===== src/rtl/uart_rx_ctrl.sv =====
// UART receiver frame controller: start detect, bit timing, LSB-first
// deserialization, parity/stop checking and one-cycle result strobes.
//
// Ports:
//   CLK, RST            oversampling clock, async active-high reset
//   RX_IN               synchronized serial line, idle high
//   Prescale            oversampling ratio (8/16/32), static while busy
//   PAR_EN, PAR_TYP     parity enable / type (0 even, 1 odd), latched at start
//   sampled_bit         majority-voted bit, valid with sample_done
//   sample_done         one-cycle strobe from the mid-bit sampler
//   dat_samp_en         sampler enable, high outside IDLE
//   edge_cnt            oversampling edge index within the current bit
//   P_DATA              last good byte received
//   data_valid          one-cycle pulse: P_DATA holds a good frame
//   par_err, stp_err    one-cycle error pulses
//   busy                high while a frame is in progress
module uart_rx_ctrl #(
    parameter int DATA_W = 8
) (
    input  logic              CLK,
    input  logic              RST,
    input  logic              RX_IN,
    input  logic [5:0]        Prescale,
    input  logic              PAR_EN,
    input  logic              PAR_TYP,
    input  logic              sampled_bit,
    input  logic              sample_done,
    output logic              dat_samp_en,
    output logic [5:0]        edge_cnt,
    output logic [DATA_W-1:0] P_DATA,
    output logic              data_valid,
    output logic              par_err,
    output logic              stp_err,
    output logic              busy
);

    localparam int CNT_W = $clog2(DATA_W + 1);

    typedef enum logic [2:0] {
        IDLE,
        START,
        DATA,
        PARITY,
        STOP
    } state_t;

    state_t             state, state_nxt;
    logic [5:0]         edge_nxt;
    logic [CNT_W-1:0]   bit_cnt, bit_nxt;
    logic [DATA_W-1:0]  shift, shift_nxt;
    logic [DATA_W-1:0]  pdata_nxt;
    logic               par_en_q, par_en_nxt;
    logic               par_typ_q, par_typ_nxt;
    logic               bad_q, bad_nxt;
    logic               dv_nxt, perr_nxt, serr_nxt;
    logic               wrap;
    logic               exp_par;

    assign wrap        = (edge_cnt == (Prescale - 6'd1));
    assign exp_par     = par_typ_q ? ~^shift : ^shift;
    assign busy        = (state != IDLE);
    assign dat_samp_en = (state != IDLE);

    always_ff @(posedge CLK or posedge RST) begin
        if (RST) begin
            state      <= IDLE;
            edge_cnt   <= '0;
            bit_cnt    <= '0;
            shift      <= '0;
            par_en_q   <= 1'b0;
            par_typ_q  <= 1'b0;
            bad_q      <= 1'b0;
            P_DATA     <= '0;
            data_valid <= 1'b0;
            par_err    <= 1'b0;
            stp_err    <= 1'b0;
        end else begin
            state      <= state_nxt;
            edge_cnt   <= edge_nxt;
            bit_cnt    <= bit_nxt;
            shift      <= shift_nxt;
            par_en_q   <= par_en_nxt;
            par_typ_q  <= par_typ_nxt;
            bad_q      <= bad_nxt;
            P_DATA     <= pdata_nxt;
            data_valid <= dv_nxt;
            par_err    <= perr_nxt;
            stp_err    <= serr_nxt;
        end
    end

    always_comb begin
        state_nxt   = state;
        edge_nxt    = edge_cnt;
        bit_nxt     = bit_cnt;
        shift_nxt   = shift;
        par_en_nxt  = par_en_q;
        par_typ_nxt = par_typ_q;
        bad_nxt     = bad_q;
        pdata_nxt   = P_DATA;
        dv_nxt      = 1'b0;
        perr_nxt    = 1'b0;
        serr_nxt    = 1'b0;

        if (state != IDLE) begin
            edge_nxt = wrap ? 6'd0 : edge_cnt + 6'd1;
        end

        unique case (state)
            IDLE: begin
                edge_nxt = '0;
                if (!RX_IN) begin
                    state_nxt   = START;
                    par_en_nxt  = PAR_EN;
                    par_typ_nxt = PAR_TYP;
                    bad_nxt     = 1'b0;
                    bit_nxt     = '0;
                end
            end
            START: begin
                // A high start sample is line noise: abort silently.
                if (sample_done && sampled_bit) begin
                    state_nxt = IDLE;
                    edge_nxt  = '0;
                end else if (wrap) begin
                    state_nxt = DATA;
                    bit_nxt   = '0;
                end
            end
            DATA: begin
                if (sample_done) begin
                    shift_nxt = {sampled_bit, shift[DATA_W-1:1]};
                end
                if (wrap) begin
                    if (bit_cnt == CNT_W'(DATA_W - 1)) begin
                        bit_nxt   = '0;
                        state_nxt = par_en_q ? PARITY : STOP;
                    end else begin
                        bit_nxt = bit_cnt + 1'b1;
                    end
                end
            end
            PARITY: begin
                if (sample_done && (sampled_bit != exp_par)) begin
                    perr_nxt = 1'b1;
                    bad_nxt  = 1'b1;
                end
                if (wrap) begin
                    state_nxt = STOP;
                end
            end
            STOP: begin
                if (sample_done) begin
                    if (!sampled_bit) begin
                        serr_nxt = 1'b1;
                    end else if (!bad_q) begin
                        pdata_nxt = shift;
                        dv_nxt    = 1'b1;
                    end
                end
                if (wrap) begin
                    state_nxt = IDLE;
                    edge_nxt  = '0;
                end
            end
            default: begin
                state_nxt = IDLE;
                edge_nxt  = '0;
            end
        endcase
    end

endmodule


===== config.mk =====
export PLATFORM = sky130hd
export DESIGN_NAME = uart_rx_ctrl
export DESIGN_NICKNAME = d
export VERILOG_FILES = /design/src/rtl/uart_rx_ctrl.sv
export SDC_FILE = /design/constraint.sdc
export NUM_CORES = 1
export LEC_CHECK = 0
export ABC_AREA = 1
export CORE_MARGIN = 1
export CORE_UTILIZATION = 24
export DETAILED_ROUTE_END_ITERATION = 6
export GPL_ROUTABILITY_DRIVEN = 0
export PLACE_DENSITY = 0.54
export SYNTH_ARGS = -nofsm -noshare
export SYNTH_HDL_FRONTEND = slang
export SYNTH_SLANG_ARGS = --single-unit
export TNS_END_PERCENT = 1

===== constraint.sdc =====
create_clock -name CLK -period 1.94 [get_ports CLK]
set_input_delay 0.388 -clock CLK [delete_from_list [all_inputs] [get_ports CLK]]
set_output_delay 0.388 -clock CLK [all_outputs]
set_load 0.005 [all_outputs]

==> impl_metrics.toml, run 1 <==
[synth]
ys.flop_type = "dfrtp_1"
post-synth-top-count-cell = "nand2_1"
seq_area_frac_synth = 0.438
ys_warn_count = 0
synth_top_area_cell = "dfrtp_1"
yosysUniqueCellTypes = 31
synth_common_cells = "79 x nand2_1, 35 x dfrtp_1, 35 x inv_1"
ys_ff_latch = 35
synth_edf_count = 0
async_flop_share = 1.00
synth_area_leaders = "dfrtp_1 44%, nand2_1 15%, inv_1 6.6%"
synth_nets = 276
syn-cell-area_mm2 = 0.00200
synth_top_area_share = 0.438
syn_area_per_cell_um2 = 7.70
synth_cells = 260

[timing]
rsz0062_at_grt = "true"
setup_violations = 0
hold_viol_final = 0
layout_min_cycle_time_ns = 1.89
drv_slew = 0
finalWorstSetupSlack_ns = 0.0470
fmax_mhz = 528
whs_ns = 0.479
min_period_over_period = 0.976
worstMarginPinSlew_ns = 0.444
skew_ns = 0.00515
relSlewSlack = 0.704

[grt]
grt.overflow.total = 0
grt_start_max_net_pins = 36
grt_pass1_wl_mm = 7.49
grt_pass1_vias = 1675
track_usage = 0.110
grt_antenna_before_repair = 0

[worst_hold_path]
whs_path_depth = 2
hp-class = "reg2reg"

[flow_run]
timing.max_cap.violations = 0

[clocking]
cts_buffers = 5
clk_path_buf_depth = 2
cts_max_level = 2
cts_root_buf = "clkbuf_8"
path_clk_slew_ns = 0.07
tritoncts = "built"
clock-sinks = 35
clock_latency_ns = 0.29
hold_buffers = 0

[route]
ant_nets = 0
num_vias = 1693
drt-initial-drc-count = 102
drc = 0
wire_per_inst_um = 10.6
viasPerCell = 4.17
wl_mm = 4.31
dr.pass1.iters = 4

[floorplanning]
dieArea_mm2 = 0.00871
start_util = 0.254
num_io_pins = 32
die_x_um = 93.3
core_area_mm2 = 0.00789
die_h_um = 93.3
num_rows = 32

[worst_setup_path]
critPathTopFamily = "buffers and inverters"
cp_num_cells = 3
path_cells = "inv_2 -> nand3_4 -> clkdlybuf4s50_1"
critPathMaxStageDelay_ns = 0.52
start_kind = "flip-flop"
critPathMaxFanout = 9
required_ns = 1.55
cp_slowest_cell = "clkdlybuf4s50_1"
worstSetupPathType = "reg2out"
setup.worst_path.end_class = "output port"
rr_worst_depth = 8
critical_path_arrival_ns = 1.51
crit_buf_inv = 2

[pwr]
p_leak_uw = 0.00131
comb_power_share = 0.464
p_switching_uw = 1300
p_seq_frac = 0.340
internal-power_uw = 1980
vdd_ir_drop_max_mv = 0.298
pwr_density_cell_mw_per_mm2 = 1250
p_clk_frac = 0.196
p_sw_frac = 0.397

[layout]
n_fill_cell = 846
diodes = 0
multiInputGateArea_um2 = 975
regArea_um2 = 876
drive_gt1_frac = 0.168
area_delta_synth_final_pct = 31.3
finalNetCount = 320
final_core_util = 0.333

[placed_design]
port_buffers = 31
dp_hpwl_mm = 3.20
dp_slack_ns = -0.244

[status]
status = "finished, final reports clean"
-- logic make-up (layout without fill, tap and decap cells) --
logic type,Yosys count,in the layout,synth area share
simple gates,142,142,0.328
buf+inv,45,89,0.0906
flops,35,35,0.438
compound gates,24,24,0.0763
xor+xnor,10,10,0.0438
fa+ha+maj,3,3,0.0188
mux,1,1,0.00562
-- flip-flops by register name (all words and copies together) (netlist names) --
| name | flops |
|---|---|
| P_DATA | 8 |
| bad_q | 1 |
| bit_cnt | 4 |
| data_valid | 1 |
| edge_cnt | 6 |
| par_en_q | 1 |
| par_err | 1 |
| par_typ_q | 1 |
| shift | 8 |
| state | 3 |
| stp_err | 1 |
-- worst reg2reg max path: cells and delay by family, from the launching register on --
kind                   cells  cell delay, ns
and+or+nand+nor            4            0.53
DFF                        1            0.43
buffers and inverters      3            0.42
AOI/OAI and AO/OA          1            0.05
-- layout make-up --
cell class | instances | area share
Clock inverter | 2 | 0.0143
Tap cell | 102 | 0.0486
Sequential cell | 35 | 0.333
Clock buffer | 5 | 0.0262
Timing Repair Buffer | 40 | 0.147
Inverter | 42 | 0.0600
Multi-Input combinational cell | 180 | 0.371
-- routing by layer --
layer	GRT usage	routed length (um)
met3	0.0252	198
met2	0.171	2000
met1	0.145	2080
met4	0.0526	36
met5	0	0
-- what timing repair did --
action / 4_1_cts / 5_1_grt
hold endpoints to repair: 0 / 0
setup buffers: 0 / 2
gates resized for setup: 0 / 11
setup endpoints to repair: 0 / 13
-- power by group through the flow --
stage / clock network [uW] / registers (uW) / logic [uW]
after global placement: 0 / 1120 / 1440
after floorplan: 0 / 1100 / 1010
after CTS: 664 / 1120 / 1480
final: 642 / 1120 / 1520
after detailed placement: 0 / 1130 / 1470
after global routing: 697 / 1150 / 1740
-- through the flow --
stage / TNS, ns / total power, uW / instances / cell area, um^2
3_5_place_dp: -2.67 / 2600 / 397 / 2470
6_report: 0 / 3280 / 406 / 2630
2_1_floorplan: 0 / 2110 / 260 / 2000
5_1_grt: -0.0248 / 3580 / 406 / 2630
4_1_cts: 0 / 3260 / 404 / 2570
3_3_place_gp: -2.49 / 2560 / 397 / 2470
-- worst paths after layout --
check	startpoint	end	slack [ns]
max	state[2]	busy	0.05
min	P_DATA[0]	P_DATA[0]	0.48
max reg2reg	state[0]	P_DATA[6]	0.41
min reg2reg	P_DATA[0]	P_DATA[0]	0.48
max in group asynchronous	RST	edge_cnt[0]	1.12
min in group asynchronous	RST	P_DATA[0]	0.50
-- cell usage in the layout, fill, tap and decap left out, drive strengths merged, types with 5 or more instances in the layout --
master         count
buf                9
nand2             86
nor3               9
xor2               9
clkbuf             5
inv               42
o21ai             19
clkdlybuf4s50     28
nor2              22
dfrtp             35
nand3             21
No activity file was read; power rests on OpenSTA's default activity.
==> run 2: changes to the inputs <==
Settings changed: CORE_UTILIZATION 24 to 53, PLACE_DENSITY 0.54 to 0.91.
==> run 2 against run 1 <==
Global-route usage up 12 points. Critical path type is now in2reg. Via count up 6.1%. Sequential power about the same. Cell area down 3.0%. Largest power group unchanged.
==> impl_metrics.toml, run 2 (synthesis gave the netlist of run 1 again) <==
[status]
status = "finished, final reports clean"

[pwr]
vdd_ir_drop_max_mv = 1.06
power.total_uw = 3220
p_leak_uw = 0.00127
pwr_density_cell_mw_per_mm2 = 1260

[timing]
hold_viol_final = 0
setup_violations = 0
tns_ns = 0
layout_min_cycle_time_ns = 1.86
finalWorstSetupSlack_ns = 0.0775
rsz0062_at_grt = "true"
whs_ns = 0.487
fmax_mhz = 537
relSlewSlack = 0.721
worstMarginPinSlew_ns = 0.419
min_period_over_period = 0.960
drv_slew = 0
skew_ns = 0.00778

[grt]
grt_start_max_net_pins = 36
track_usage = 0.233
grt_antenna_before_repair = 0
grt.overflow.total = 0
grt_pass1_wl_mm = 7.23
grt_pass1_vias = 1745

[clocking]
path_clk_slew_ns = 0.08
cts_root_buf = "clkbuf_8"
cts_buffers = 5
clk_path_buf_depth = 2
clock-sinks = 35
tritoncts = "built"
hold_buffers = 0
cts_max_level = 2
clock_latency_ns = 0.29

[layout]
drive_gt1_frac = 0.181
finalNetCount = 319
diodes = 0
area_delta_synth_final_pct = 27.4
reg_top3 = "P_DATA x8, shift x8, edge_cnt x6"
layout_commonest_cell = "nand2_1"
layout_common_cells = "78 x nand2_1, 33 x dfrtp_1, 33 x inv_1"

[worst_setup_path]
ff2ff_setup_slack_ns = 0.38
required_ns = 2.11
start_kind = "input port"
setup.worst_path.end_class = "flip-flop"
worstSetupPathType = "in2reg"
critPathTopFamily = "buffers and inverters"
cp_slowest_cell = "clkdlybuf4s50_1"
critPathMaxFanout = 6
cp-startpoint = "Prescale[1]"
reg2reg_from = "edge_cnt[5]"
critical_path_arrival_ns = 2.04
critPathMaxStageDelay_ns = 0.51
crit_buf_inv = 3
path_cells = "clkdlybuf4s50_1 -> inv_2 -> ha_4 -> xor2_1 -> nand3_1 -> nor2_4 -> nand3_4 -> nand2_2 -> buf_4 -> nor2_1"

[placed_design]
dp_hpwl_mm = 3.07
port_buffers = 31
dp_slack_ns = -0.281

[floorplanning]
start_util = 0.577
die_h_um = 63.5
core_area_mm2 = 0.00347
die_x_um = 63.5
num_io_pins = 32
dieArea_mm2 = 0.00403
num_rows = 21

[route]
viasPerCell = 5.13
num_vias = 1797
wire_per_inst_um = 12.1
drc = 0
wl_mm = 4.25
ant_nets = 0
dr.pass1.iters = 4
drt-initial-drc-count = 103

[flow_run]
timing.max_cap.violations = 0

[worst_hold_path]
hp-class = "in2async"
[run 2: power by group]
part	switching (uW)	leakage, uW	internal (uW)	total [uW]
sequential	192	0.000469	939	1130
combinational	870	0.000757	655	1530
clock	272	0.0000474	289	561
total	1330	0.00127	1880	3220
[run 2: timing repair]
action / CTS / global route
setup buffers: 0 / 3
setup endpoints to repair: 0 / 14
gates resized for setup: 0 / 13
[run 2: final cells by class]
class,instances,area (um^2)
repair buffers,39,370
flip-flops and latches,35,878
multi-input cells,180,985
fillers,250,918
inverters,42,160
clock buffers,6,82.6
well taps,46,57.6
clock inverters,2,16.3
[run 2: worst reg2reg max path: stages, from the launching register on]
cell and delay [ns]:
dfrtp_1 0.41, xor2_1 0.26, inv_1 0.07, o21ai_0 0.09
nand2_1 0.14, nand3_4 0.15, nand2_2 0.10, buf_4 0.16
nor2_1 0.10
[run 2: worst paths after layout]
path | cells after the start | endpoint
max in group asynchronous | 3 | state[0]
worst min-delay path | 3 | par_err
worst min register to register | 2 | P_DATA[0]
worst max register to register | 8 | edge_cnt[2]
worst max-delay path | 10 | edge_cnt[2]
min in group CLK | 2 | P_DATA[0]
[run 2: through the flow]
step	area, um^2	util	std cells
CTS	2480	0.716	347
global route	2550	0.735	350
detailed placement	2380	0.687	339
floorplan	2000	-	260
finish	2550	0.735	350
global placement	2380	0.687	339
[run 2: per-layer routing]
| layer | track usage | vias up | routed length, um |
|---|---|---|---|
| met3 | 0.0489 | 10 | 154 |
| met2 | 0.400 | 51 | 2210 |
| met5 | 0 | - | 0 |
| met1 | 0.285 | 833 | 1800 |
| li1 | - | 903 | - |
| met4 | 0.0909 | 0 | 91 |
==> run 3: changes to the inputs <==
Settings changed: CTS_CLUSTER_DIAMETER from default to 80.
==> results of run 3 <==
Same layout as run 2: the final DEF is identical, and so are final timing and power.
